--- src/rtl/blackparrot_fpga_host_pkg.sv ---
// rtl/blackparrot_fpga_host_pkg.sv - shared types, constants and byte-lane helpers for the host I/O-in initiator
package blackparrot_fpga_host_pkg;

    // Word states consume one command word each; the AXI states run one single-beat transaction.
    typedef enum logic [2:0] {
        e_op,
        e_addr,
        e_data,
        e_aw_w,
        e_b,
        e_ar,
        e_r
    } state_e;

    // Op word layout
    localparam int op_write_bit_lp = 31;
    localparam int op_size_msb_lp  = 1;

    // Size encodings (3 behaves as 4 bytes)
    localparam logic [1:0] size_1b_lp = 2'd0;
    localparam logic [1:0] size_2b_lp = 2'd1;
    localparam logic [1:0] size_4b_lp = 2'd2;

    // AXI constants
    localparam logic [1:0] axi_burst_incr_lp = 2'b01;
    localparam logic [3:0] axi_cache_lp      = 4'b0011;
    localparam logic [1:0] axi_resp_okay_lp  = 2'b00;

    function automatic logic [1:0] eff_size(input logic [1:0] size);
        return (size == 2'd3) ? size_4b_lp : size;
    endfunction

    function automatic logic [7:0] byte_mask(input logic [1:0] size);
        case (eff_size(size))
            size_1b_lp: return 8'h01;
            size_2b_lp: return 8'h03;
            default:    return 8'h0F;
        endcase
    endfunction

    // Lanes past byte 7 fall off the top; misaligned accesses are not rejected.
    function automatic logic [7:0] wstrb_gen(input logic [1:0] size, input logic [2:0] addr_lo);
        return byte_mask(size) << addr_lo;
    endfunction

    function automatic logic [31:0] lane_extract(input logic [63:0] rdata, input logic [1:0] size,
                                                 input logic [2:0] addr_lo);
        logic [63:0] shifted;
        logic [31:0] bit_mask;
        shifted = rdata >> {addr_lo, 3'b000};
        case (eff_size(size))
            size_1b_lp: bit_mask = 32'h0000_00FF;
            size_2b_lp: bit_mask = 32'h0000_FFFF;
            default:    bit_mask = 32'hFFFF_FFFF;
        endcase
        return shifted[31:0] & bit_mask;
    endfunction

endpackage

--- src/rtl/blackparrot_fpga_host_areset_fifo.sv ---
// rtl/blackparrot_fpga_host_areset_fifo.sv - async-reset 1r1w FIFO, valid/ready in, valid/yumi out
//  clk_i, rst_n_i        : clock, async active-low reset
//  v_i, data_i, ready_o  : write side; ready_o is low while in reset or when full
//  v_o, data_o, yumi_i   : read side; yumi_i pops the head and must only be raised with v_o
module blackparrot_fpga_host_areset_fifo #(
    parameter int width_p = 32,
    parameter int els_p   = 64
) (
    input  logic               clk_i,
    input  logic               rst_n_i,
    input  logic               v_i,
    input  logic [width_p-1:0] data_i,
    output logic               ready_o,
    output logic               v_o,
    output logic [width_p-1:0] data_o,
    input  logic               yumi_i
);
    localparam int ptr_w_lp = (els_p > 1) ? $clog2(els_p) : 1;
    localparam int cnt_w_lp = $clog2(els_p + 1);

    logic [width_p-1:0]  mem_q [els_p];
    logic [ptr_w_lp-1:0] wptr_q, wptr_d, rptr_q, rptr_d;
    logic [cnt_w_lp-1:0] count_q, count_d;
    logic                push, pop;

    function automatic logic [ptr_w_lp-1:0] ptr_inc(input logic [ptr_w_lp-1:0] p);
        return (p == ptr_w_lp'(els_p - 1)) ? '0 : p + ptr_w_lp'(1);
    endfunction

    // Reset gates ready so the host sees backpressure while the block is held in reset.
    assign ready_o = rst_n_i && (count_q != cnt_w_lp'(els_p));
    assign v_o     = (count_q != '0);
    assign data_o  = mem_q[rptr_q];
    assign push    = v_i && ready_o;
    assign pop     = yumi_i && v_o;

    always_comb begin
        wptr_d  = push ? ptr_inc(wptr_q) : wptr_q;
        rptr_d  = pop  ? ptr_inc(rptr_q) : rptr_q;
        count_d = count_q;
        if (push && !pop) begin
            count_d = count_q + cnt_w_lp'(1);
        end else if (pop && !push) begin
            count_d = count_q - cnt_w_lp'(1);
        end
    end

    always_ff @(posedge clk_i or negedge rst_n_i) begin
        if (!rst_n_i) begin
            wptr_q  <= '0;
            rptr_q  <= '0;
            count_q <= '0;
        end else begin
            wptr_q  <= wptr_d;
            rptr_q  <= rptr_d;
            count_q <= count_d;
        end
    end

    // Storage needs no reset; occupancy is tracked by the pointers.
    always_ff @(posedge clk_i) begin
        if (push) begin
            mem_q[wptr_q] <= data_i;
        end
    end

endmodule

--- src/rtl/blackparrot_fpga_host_io_in.sv ---
// rtl/blackparrot_fpga_host_io_in.sv - host command FIFO to single-beat AXI4 MMIO initiator
//  m_axi_aclk, m_axi_aresetn : clock, async active-low reset
//  m_axi_aw* / m_axi_w* / m_axi_b* : write address, data and response channels (manager side)
//  m_axi_ar* / m_axi_r*      : read address and data channels (manager side)
//  io_cmd_*                  : host command words (op, address, data for writes)
//  io_resp_*                 : read data back to the host, one 32b word per read
//  io_wr_count_o             : completed-write count, wraps
//  io_err_o                  : sticky, set by any non-OKAY bresp/rresp
module blackparrot_fpga_host_io_in
    import blackparrot_fpga_host_pkg::*;
#(
    parameter int M_AXI_ADDR_WIDTH  = 64,
    parameter int M_AXI_DATA_WIDTH  = 64,
    parameter int M_AXI_ID_WIDTH    = 4,
    parameter int fifo_data_width_p = 32,
    parameter int HOST_IO_ELS       = 64
) (
    input  logic                          m_axi_aclk,
    input  logic                          m_axi_aresetn,
    output logic [M_AXI_ADDR_WIDTH-1:0]   m_axi_awaddr,
    output logic                          m_axi_awvalid,
    input  logic                          m_axi_awready,
    output logic [M_AXI_ID_WIDTH-1:0]     m_axi_awid,
    output logic [7:0]                    m_axi_awlen,
    output logic [2:0]                    m_axi_awsize,
    output logic [1:0]                    m_axi_awburst,
    output logic                          m_axi_awlock,
    output logic [3:0]                    m_axi_awcache,
    output logic [2:0]                    m_axi_awprot,
    output logic [3:0]                    m_axi_awqos,
    output logic [3:0]                    m_axi_awregion,
    output logic [M_AXI_DATA_WIDTH-1:0]   m_axi_wdata,
    output logic [M_AXI_DATA_WIDTH/8-1:0] m_axi_wstrb,
    output logic                          m_axi_wvalid,
    input  logic                          m_axi_wready,
    output logic                          m_axi_wlast,
    input  logic                          m_axi_bvalid,
    output logic                          m_axi_bready,
    input  logic [M_AXI_ID_WIDTH-1:0]     m_axi_bid,
    input  logic [1:0]                    m_axi_bresp,
    output logic [M_AXI_ADDR_WIDTH-1:0]   m_axi_araddr,
    output logic                          m_axi_arvalid,
    input  logic                          m_axi_arready,
    output logic [M_AXI_ID_WIDTH-1:0]     m_axi_arid,
    output logic [7:0]                    m_axi_arlen,
    output logic [2:0]                    m_axi_arsize,
    output logic [1:0]                    m_axi_arburst,
    output logic                          m_axi_arlock,
    output logic [3:0]                    m_axi_arcache,
    output logic [2:0]                    m_axi_arprot,
    output logic [3:0]                    m_axi_arqos,
    output logic [3:0]                    m_axi_arregion,
    input  logic [M_AXI_DATA_WIDTH-1:0]   m_axi_rdata,
    input  logic                          m_axi_rvalid,
    output logic                          m_axi_rready,
    input  logic [M_AXI_ID_WIDTH-1:0]     m_axi_rid,
    input  logic                          m_axi_rlast,
    input  logic [1:0]                    m_axi_rresp,
    input  logic                          io_cmd_v_i,
    input  logic [fifo_data_width_p-1:0]  io_cmd_data_i,
    output logic                          io_cmd_ready_and_o,
    output logic                          io_resp_v_o,
    output logic [fifo_data_width_p-1:0]  io_resp_data_o,
    input  logic                          io_resp_yumi_i,
    output logic [31:0]                   io_wr_count_o,
    output logic                          io_err_o
);
    state_e        state_q, state_d;
    logic          write_q, write_d;
    logic [1:0]    size_q, size_d;
    logic [31:0]   addr_q, addr_d, data_q, data_d;
    logic          aw_done_q, aw_done_d, w_done_q, w_done_d;
    logic [31:0]   count_q, count_d;
    logic          err_q, err_d;

    logic                         cmd_v, cmd_yumi, resp_ready, resp_push;
    logic [fifo_data_width_p-1:0] cmd_data;
    logic                         aw_v, w_v, ar_v, b_rdy, r_rdy;

    blackparrot_fpga_host_areset_fifo #(.width_p(fifo_data_width_p), .els_p(HOST_IO_ELS)) cmd_fifo (
        .clk_i(m_axi_aclk), .rst_n_i(m_axi_aresetn),
        .v_i(io_cmd_v_i), .data_i(io_cmd_data_i), .ready_o(io_cmd_ready_and_o),
        .v_o(cmd_v), .data_o(cmd_data), .yumi_i(cmd_yumi)
    );

    blackparrot_fpga_host_areset_fifo #(.width_p(fifo_data_width_p), .els_p(HOST_IO_ELS)) resp_fifo (
        .clk_i(m_axi_aclk), .rst_n_i(m_axi_aresetn),
        .v_i(resp_push), .data_i(lane_extract(m_axi_rdata, size_q, addr_q[2:0])), .ready_o(resp_ready),
        .v_o(io_resp_v_o), .data_o(io_resp_data_o), .yumi_i(io_resp_yumi_i)
    );

    always_comb begin
        state_d   = state_q;
        write_d   = write_q;
        size_d    = size_q;
        addr_d    = addr_q;
        data_d    = data_q;
        aw_done_d = aw_done_q;
        w_done_d  = w_done_q;
        count_d   = count_q;
        err_d     = err_q;
        cmd_yumi  = 1'b0;
        aw_v      = 1'b0;
        w_v       = 1'b0;
        ar_v      = 1'b0;
        b_rdy     = 1'b0;
        r_rdy     = 1'b0;
        resp_push = 1'b0;
        unique case (state_q)
            e_op: if (cmd_v) begin
                cmd_yumi = 1'b1;
                write_d  = cmd_data[op_write_bit_lp];
                size_d   = cmd_data[op_size_msb_lp:0];
                state_d  = e_addr;
            end
            e_addr: if (cmd_v) begin
                cmd_yumi = 1'b1;
                addr_d   = cmd_data;
                state_d  = write_q ? e_data : e_ar;
            end
            e_data: if (cmd_v) begin
                cmd_yumi  = 1'b1;
                data_d    = cmd_data;
                aw_done_d = 1'b0;
                w_done_d  = 1'b0;
                state_d   = e_aw_w;
            end
            e_aw_w: begin
                // AW and W may complete in either order or together.
                aw_v = !aw_done_q;
                w_v  = !w_done_q;
                if (aw_v && m_axi_awready) aw_done_d = 1'b1;
                if (w_v && m_axi_wready)   w_done_d  = 1'b1;
                if (aw_done_d && w_done_d) state_d   = e_b;
            end
            e_b: begin
                b_rdy = 1'b1;
                if (m_axi_bvalid) begin
                    count_d = count_q + 32'd1;
                    err_d   = err_q | (m_axi_bresp != axi_resp_okay_lp);
                    state_d = e_op;
                end
            end
            e_ar: begin
                ar_v = 1'b1;
                if (m_axi_arready) state_d = e_r;
            end
            e_r: begin
                // Backpressure from a full response FIFO stalls the R channel rather than dropping data.
                r_rdy = resp_ready;
                if (m_axi_rvalid && resp_ready) begin
                    resp_push = 1'b1;
                    err_d     = err_q | (m_axi_rresp != axi_resp_okay_lp);
                    state_d   = e_op;
                end
            end
            default: state_d = e_op;
        endcase
    end

    always_ff @(posedge m_axi_aclk or negedge m_axi_aresetn) begin
        if (!m_axi_aresetn) begin
            state_q   <= e_op;
            write_q   <= 1'b0;
            size_q    <= '0;
            addr_q    <= '0;
            data_q    <= '0;
            aw_done_q <= 1'b0;
            w_done_q  <= 1'b0;
            count_q   <= '0;
            err_q     <= 1'b0;
        end else begin
            state_q   <= state_d;
            write_q   <= write_d;
            size_q    <= size_d;
            addr_q    <= addr_d;
            data_q    <= data_d;
            aw_done_q <= aw_done_d;
            w_done_q  <= w_done_d;
            count_q   <= count_d;
            err_q     <= err_d;
        end
    end

    assign m_axi_awaddr   = M_AXI_ADDR_WIDTH'(addr_q);
    assign m_axi_awvalid  = aw_v;
    assign m_axi_awid     = '0;
    assign m_axi_awlen    = 8'd0;
    assign m_axi_awsize   = {1'b0, eff_size(size_q)};
    assign m_axi_awburst  = axi_burst_incr_lp;
    assign m_axi_awlock   = 1'b0;
    assign m_axi_awcache  = axi_cache_lp;
    assign m_axi_awprot   = 3'd0;
    assign m_axi_awqos    = 4'd0;
    assign m_axi_awregion = 4'd0;

    assign m_axi_wdata    = M_AXI_DATA_WIDTH'({2{data_q}});
    assign m_axi_wstrb    = wstrb_gen(size_q, addr_q[2:0]);
    assign m_axi_wvalid   = w_v;
    assign m_axi_wlast    = 1'b1;
    assign m_axi_bready   = b_rdy;

    assign m_axi_araddr   = M_AXI_ADDR_WIDTH'(addr_q);
    assign m_axi_arvalid  = ar_v;
    assign m_axi_arid     = '0;
    assign m_axi_arlen    = 8'd0;
    assign m_axi_arsize   = {1'b0, eff_size(size_q)};
    assign m_axi_arburst  = axi_burst_incr_lp;
    assign m_axi_arlock   = 1'b0;
    assign m_axi_arcache  = axi_cache_lp;
    assign m_axi_arprot   = 3'd0;
    assign m_axi_arqos    = 4'd0;
    assign m_axi_arregion = 4'd0;
    assign m_axi_rready   = r_rdy;

    assign io_wr_count_o  = count_q;
    assign io_err_o       = err_q;

    // IDs are always 0 and every transfer is a single beat, so these carry no information.
    logic unused_axi_inputs;
    assign unused_axi_inputs = ^{m_axi_bid, m_axi_rid, m_axi_rlast};

endmodule

--- config.mk ---
export PLATFORM = sky130hd
export DESIGN_NAME = blackparrot_fpga_host_io_in
export DESIGN_NICKNAME = d
export VERILOG_FILES = /design/src/rtl/blackparrot_fpga_host_pkg.sv /design/src/rtl/blackparrot_fpga_host_areset_fifo.sv /design/src/rtl/blackparrot_fpga_host_io_in.sv
export SDC_FILE = /design/constraint.sdc
export NUM_CORES = 2
export LEC_CHECK = 0
export ABC_AREA = 1
export BUFFER_PORTS_ARGS = -buffer_cell sky130_fd_sc_hd__buf_2
export CAP_MARGIN = 20
export CORE_MARGIN = 3
export CORE_UTILIZATION = 52
export DETAILED_ROUTE_END_ITERATION = 10
export HOLD_SLACK_MARGIN = 0.15
export PLACE_DENSITY = 0.75
export SYNTH_ARGS = -nofsm -noshare
export SYNTH_HDL_FRONTEND = slang
export SYNTH_SLANG_ARGS = --single-unit
export TNS_END_PERCENT = 1
--- constraint.sdc ---
create_clock -name m_axi_aclk -period 4.9 [get_ports m_axi_aclk]
set_input_delay 0.98 -clock m_axi_aclk [delete_from_list [all_inputs] [get_ports m_axi_aclk]]
set_output_delay 0.98 -clock m_axi_aclk [all_outputs]
set_load 0.01 [all_outputs]
==> results.md <==
- Status: finished, violations left
- Violated checks: negative setup slack
- CP max stage delay: 660 ps
- Row cnt: 211
- Total track usage: 0.2731
- Drt pass-1 iters: 6
- Layout area overhead: 11.92%
- RSZ-0062 raised after global routing: yes
- Post-layout net count: around 15,000
- # port buffers: 320
- DRC errors left: 0
- FF-to-FF Start: addr_q[2]
- Die width: 583.4 um
- P per Cell Area: roughly 600 nW/um^2
- Switching Share: 0.3839
- Top_reg_cell synth: edfxtp_1
- Routed wl met2: 227.6 mm
- Critical Path Sink Type: primary output
- Slew Viols, Final: 0
- # IOs: 457
- TritonCTS clock tree: built
- Asr flop ratio synth: 0.03373
- Die Height: 583.4 um
- Design Area, Final: 194,000 um^2
- Pleak: 69.14 nW
- Detail Placement HPWL: between 200 and 300 mm
- Total congestion overflow: 0
- Final Skew: 56.53 ps
- Total Wirelength: 478.5 mm
- WS Path Type: register to primary output
- FMAX: about 200 MHz
- CP max FO: 61
- Critical-path top delay cell: dfrtp_4
- Total Power: 0.1166 W
- Final Hold Viols: 0
- Dpl cell area: 180,800 um^2
- CP cell instances: inv_8 > buf_12 > nand2_1 > nand3_1 > o21ai_1 > nand2_1 > nand2_1 > a21oi_1 > nand2_1 > nand3_1 > nand2_1 > buf_2
- Maximum number of pins on one net before global-route repair: 201
- Yosys Warn Count: 0
- Synth area leader: edfxtp_1
- Fin Hold WS: 346.9 ps
- Cell count of the worst reg-to-reg path: 7
- Reg2reg end: resp_fifo.mem_q[39][19]
- Pint: between 0.07 and 0.08 W
- HP Class: input port to register
- Detailed Route Iter0 Violations: 15,810
- Die area: 340,300 um^2
- Routed length on met3: 51.48 mm
- Final WS setup: -16.41 ps
- Cells after Synth: 14,730
- Max Used Layer: met5
- CTS clk-pin slew, worst paths: 60 ps
- Vias in the first global route: 110,900
- Relative slew slack: 0.2256
- Top post-synthesis cells by area: edfxtp_1, nand2_1, nand3_1, nor2_1, o21ai_0
- Endpoints failing setup: 1
- Worst setup SP type: register
- Period utilisation layout: 1.003
- Post-detailed-route count of antenna-violating nets: 0
- Syn_area_per_cell: 11.77 um^2
- Comb pwr share: 0.349
- First-pass GRT wire length: 697.4 mm
- Arrival time worst endpoint: slightly below 4000 ps
- Most frequent cells after synthesis: edfxtp_1, nand2_1, nor2_1
- CORE AREA: 331,100 um^2
- Post-synthesis sequential area ratio: 0.7302
- Vias/cell: ~5.9
- Met1 Wirelength: ~170 mm
- Hold path start: m_axi_wready
- Post-synth EDFFs: slightly above 4,000
- Crit path required time: 3920 ps
- WL/cell: 24.38 um
- Peak VDD IR: 1.084 mV
- R2R Setup Slk: 880 ps
- Post-route minimum period: 4916 ps
- Flop pwr share: 0.387
- Worst hold path depth: 3
- Mapped Area: 173,300 um^2
- CTS Sinks: 4,239
- Maxcap violations: 0
- Crit path top cell by count: nand2_1
- Most common cell in the netlist: edfxtp_1
- Initial antenna violation count: 28
- CTS Buffer Depth: 4
- Yosys top cell area share: 0.7095
- Placer Congestion: 0.8837
- Root buffer cell: clkbuf_16
- Net switching power: 0.04477 W
- Synthesized flop and latch total: 4,239
- Total CTS buffers: 404
- Vias: between 100k and 150k
- Initial cell density of the core: 0.5236
- Clock network fraction of total power: 0.264
- Worst skew pair latency: 930 ps
- Share of cells above drive strength 1: 0.09927
- Distinct cells, synth: 46
- H-tree depth: 5
- Worst Max-Slew Pin Slew: 1162 ps
- Worst Hold End: w_done_q
power groups by stage:
stage,Combinational (W),Sequential [W],Clock (W)
4_1_cts,0.0400,0.0451,0.0309
2_1_floorplan,0.0250,0.0458,0
6_report,0.0408,0.0451,0.0307
3_5_place_dp,0.0396,0.0458,0
5_1_grt,0.0439,0.0452,0.0323
3_3_place_gp,0.0388,0.0458,0
repair_timing:
| item | 4_1_cts | 5_1_grt |
|---|---|---|
| buffers inserted | 1 | 0 |
| setup endpoints to repair | 1 | 30 |
| hold buffers | 1 | 0 |
| endpoints found under the hold margin | 13 | 0 |
| gates resized for setup | 0 | 19 |
stage by stage:
step	setup WS [ps]	std cells	utilization	TNS (ps)
2_1_floorplan	397.4	14860	-	0
3_3_place_gp	948.3	18870	0.5462	0
3_5_place_dp	948.2	18870	0.5462	0
4_1_cts	9.742	19610	0.5853	0
5_1_grt	-96.91	19620	0.5860	-618.6
6_report	-16.41	19630	0.5860	-16.41
layout make-up:
class	count	area (um^2)
Fill cell	24880	137100
Sequential cell	4239	126600
Multi-Input combinational cell	9293	41810
Clock buffer	509	10860
Timing Repair Buffer	729	6158
Tap cell	4366	5463
Clock inverter	232	2082
Inverter	249	1005
Antenna cell	10	25.02
kinds of logic (layout without fill, tap and decap cells):
| kind of cell | Yosys count | after routing | synth area share |
|---|---|---|---|
| buf+inv | 1324 | 1719 | 0.03809 |
| compound gates | 1980 | 1980 | 0.06220 |
| other cells | 2 | 137 | 0.00004332 |
| simple gates | 7122 | 7122 | 0.1657 |
| fa+ha+maj | 20 | 20 | 0.001530 |
| xor+xnor | 43 | 43 | 0.002173 |
| flops | 4239 | 4239 | 0.7302 |
| mux | 1 | 1 | 0.00005774 |
layout by cell type (no fill, tap or decap), drive strengths merged:
| master | count |
|---|---|
| edfxtp | 4096 |
| nand2 | 3896 |
| nor2 | 1707 |
| nand3 | 1475 |
| o21ai | 1209 |
| buf | 727 |
| clkbuf | 510 |
| a21oi | 368 |
| o211ai | 277 |
| inv | 243 |
| clkinv | 195 |
| dfrtp | 143 |
| conb | 127 |
| o22ai | 104 |
| bufinv | 33 |
| xor2 | 25 |
| nor3 | 20 |
| xnor2 | 18 |
| ha | 18 |
| a31oi | 12 |
| nand4 | 11 |
| diode | 10 |
| clkinvlp | 10 |
| or2 | 6 |
| nand3b | 4 |
| a211oi | 3 |
| a221o | 2 |
| nor4 | 2 |
| o31ai | 2 |
| fa | 2 |
| a32oi | 1 |
| mux2i | 1 |
| nor2b | 1 |
| a31o | 1 |
| o211a | 1 |
| dlygate4sd3 | 1 |
registers in the layout, summed over array words and instances (netlist names):
signal and flops:
aw_done_q 1, w_done_q 1, addr_q 32, data_q 32, resp_fifo.mem_q 2048, cmd_fifo.mem_q 2048
state_q 3, size_q 2, write_q 1, io_wr_count_o 32, resp_fifo.count_q 7, cmd_fifo.rptr_q 6
cmd_fifo.count_q 7, cmd_fifo.wptr_q 6, resp_fifo.wptr_q 6, io_err_o 1, resp_fifo.rptr_q 6
how the worst max path moves through the flow:
stage,from,slack [ps],to
floorplan,m_axi_rdata[40],400,resp_fifo.mem_q[0][24]
global placement,resp_fifo.rptr_q[2],950,io_resp_data_o[5]
detailed placement,resp_fifo.rptr_q[2],950,io_resp_data_o[5]
CTS,resp_fifo.rptr_q[0],10,io_resp_data_o[11]
global route,resp_fifo.rptr_q[0],-100,io_resp_data_o[1]
finish,resp_fifo.rptr_q[0],-20,io_resp_data_o[1]
worst max-delay path, delay by kind of cell, from the launching register on:
kind | cells | cell delay, ps
flip-flops | 1 | 660
AO/OA/AOI/OAI | 2 | 310
AND/OR/NAND/NOR | 7 | 1080
buffers and inverters | 3 | 960
per-layer routing:
| layer | track usage | up-vias |
|---|---|---|
| met1 | 0.3535 | 56410 |
| met2 | 0.4437 | 7166 |
| met3 | 0.04655 | 1238 |
| met5 | 0 | - |
| met4 | 0.1449 | 16 |
| li1 | - | 51790 |
(Power assumes the default switching activity.)
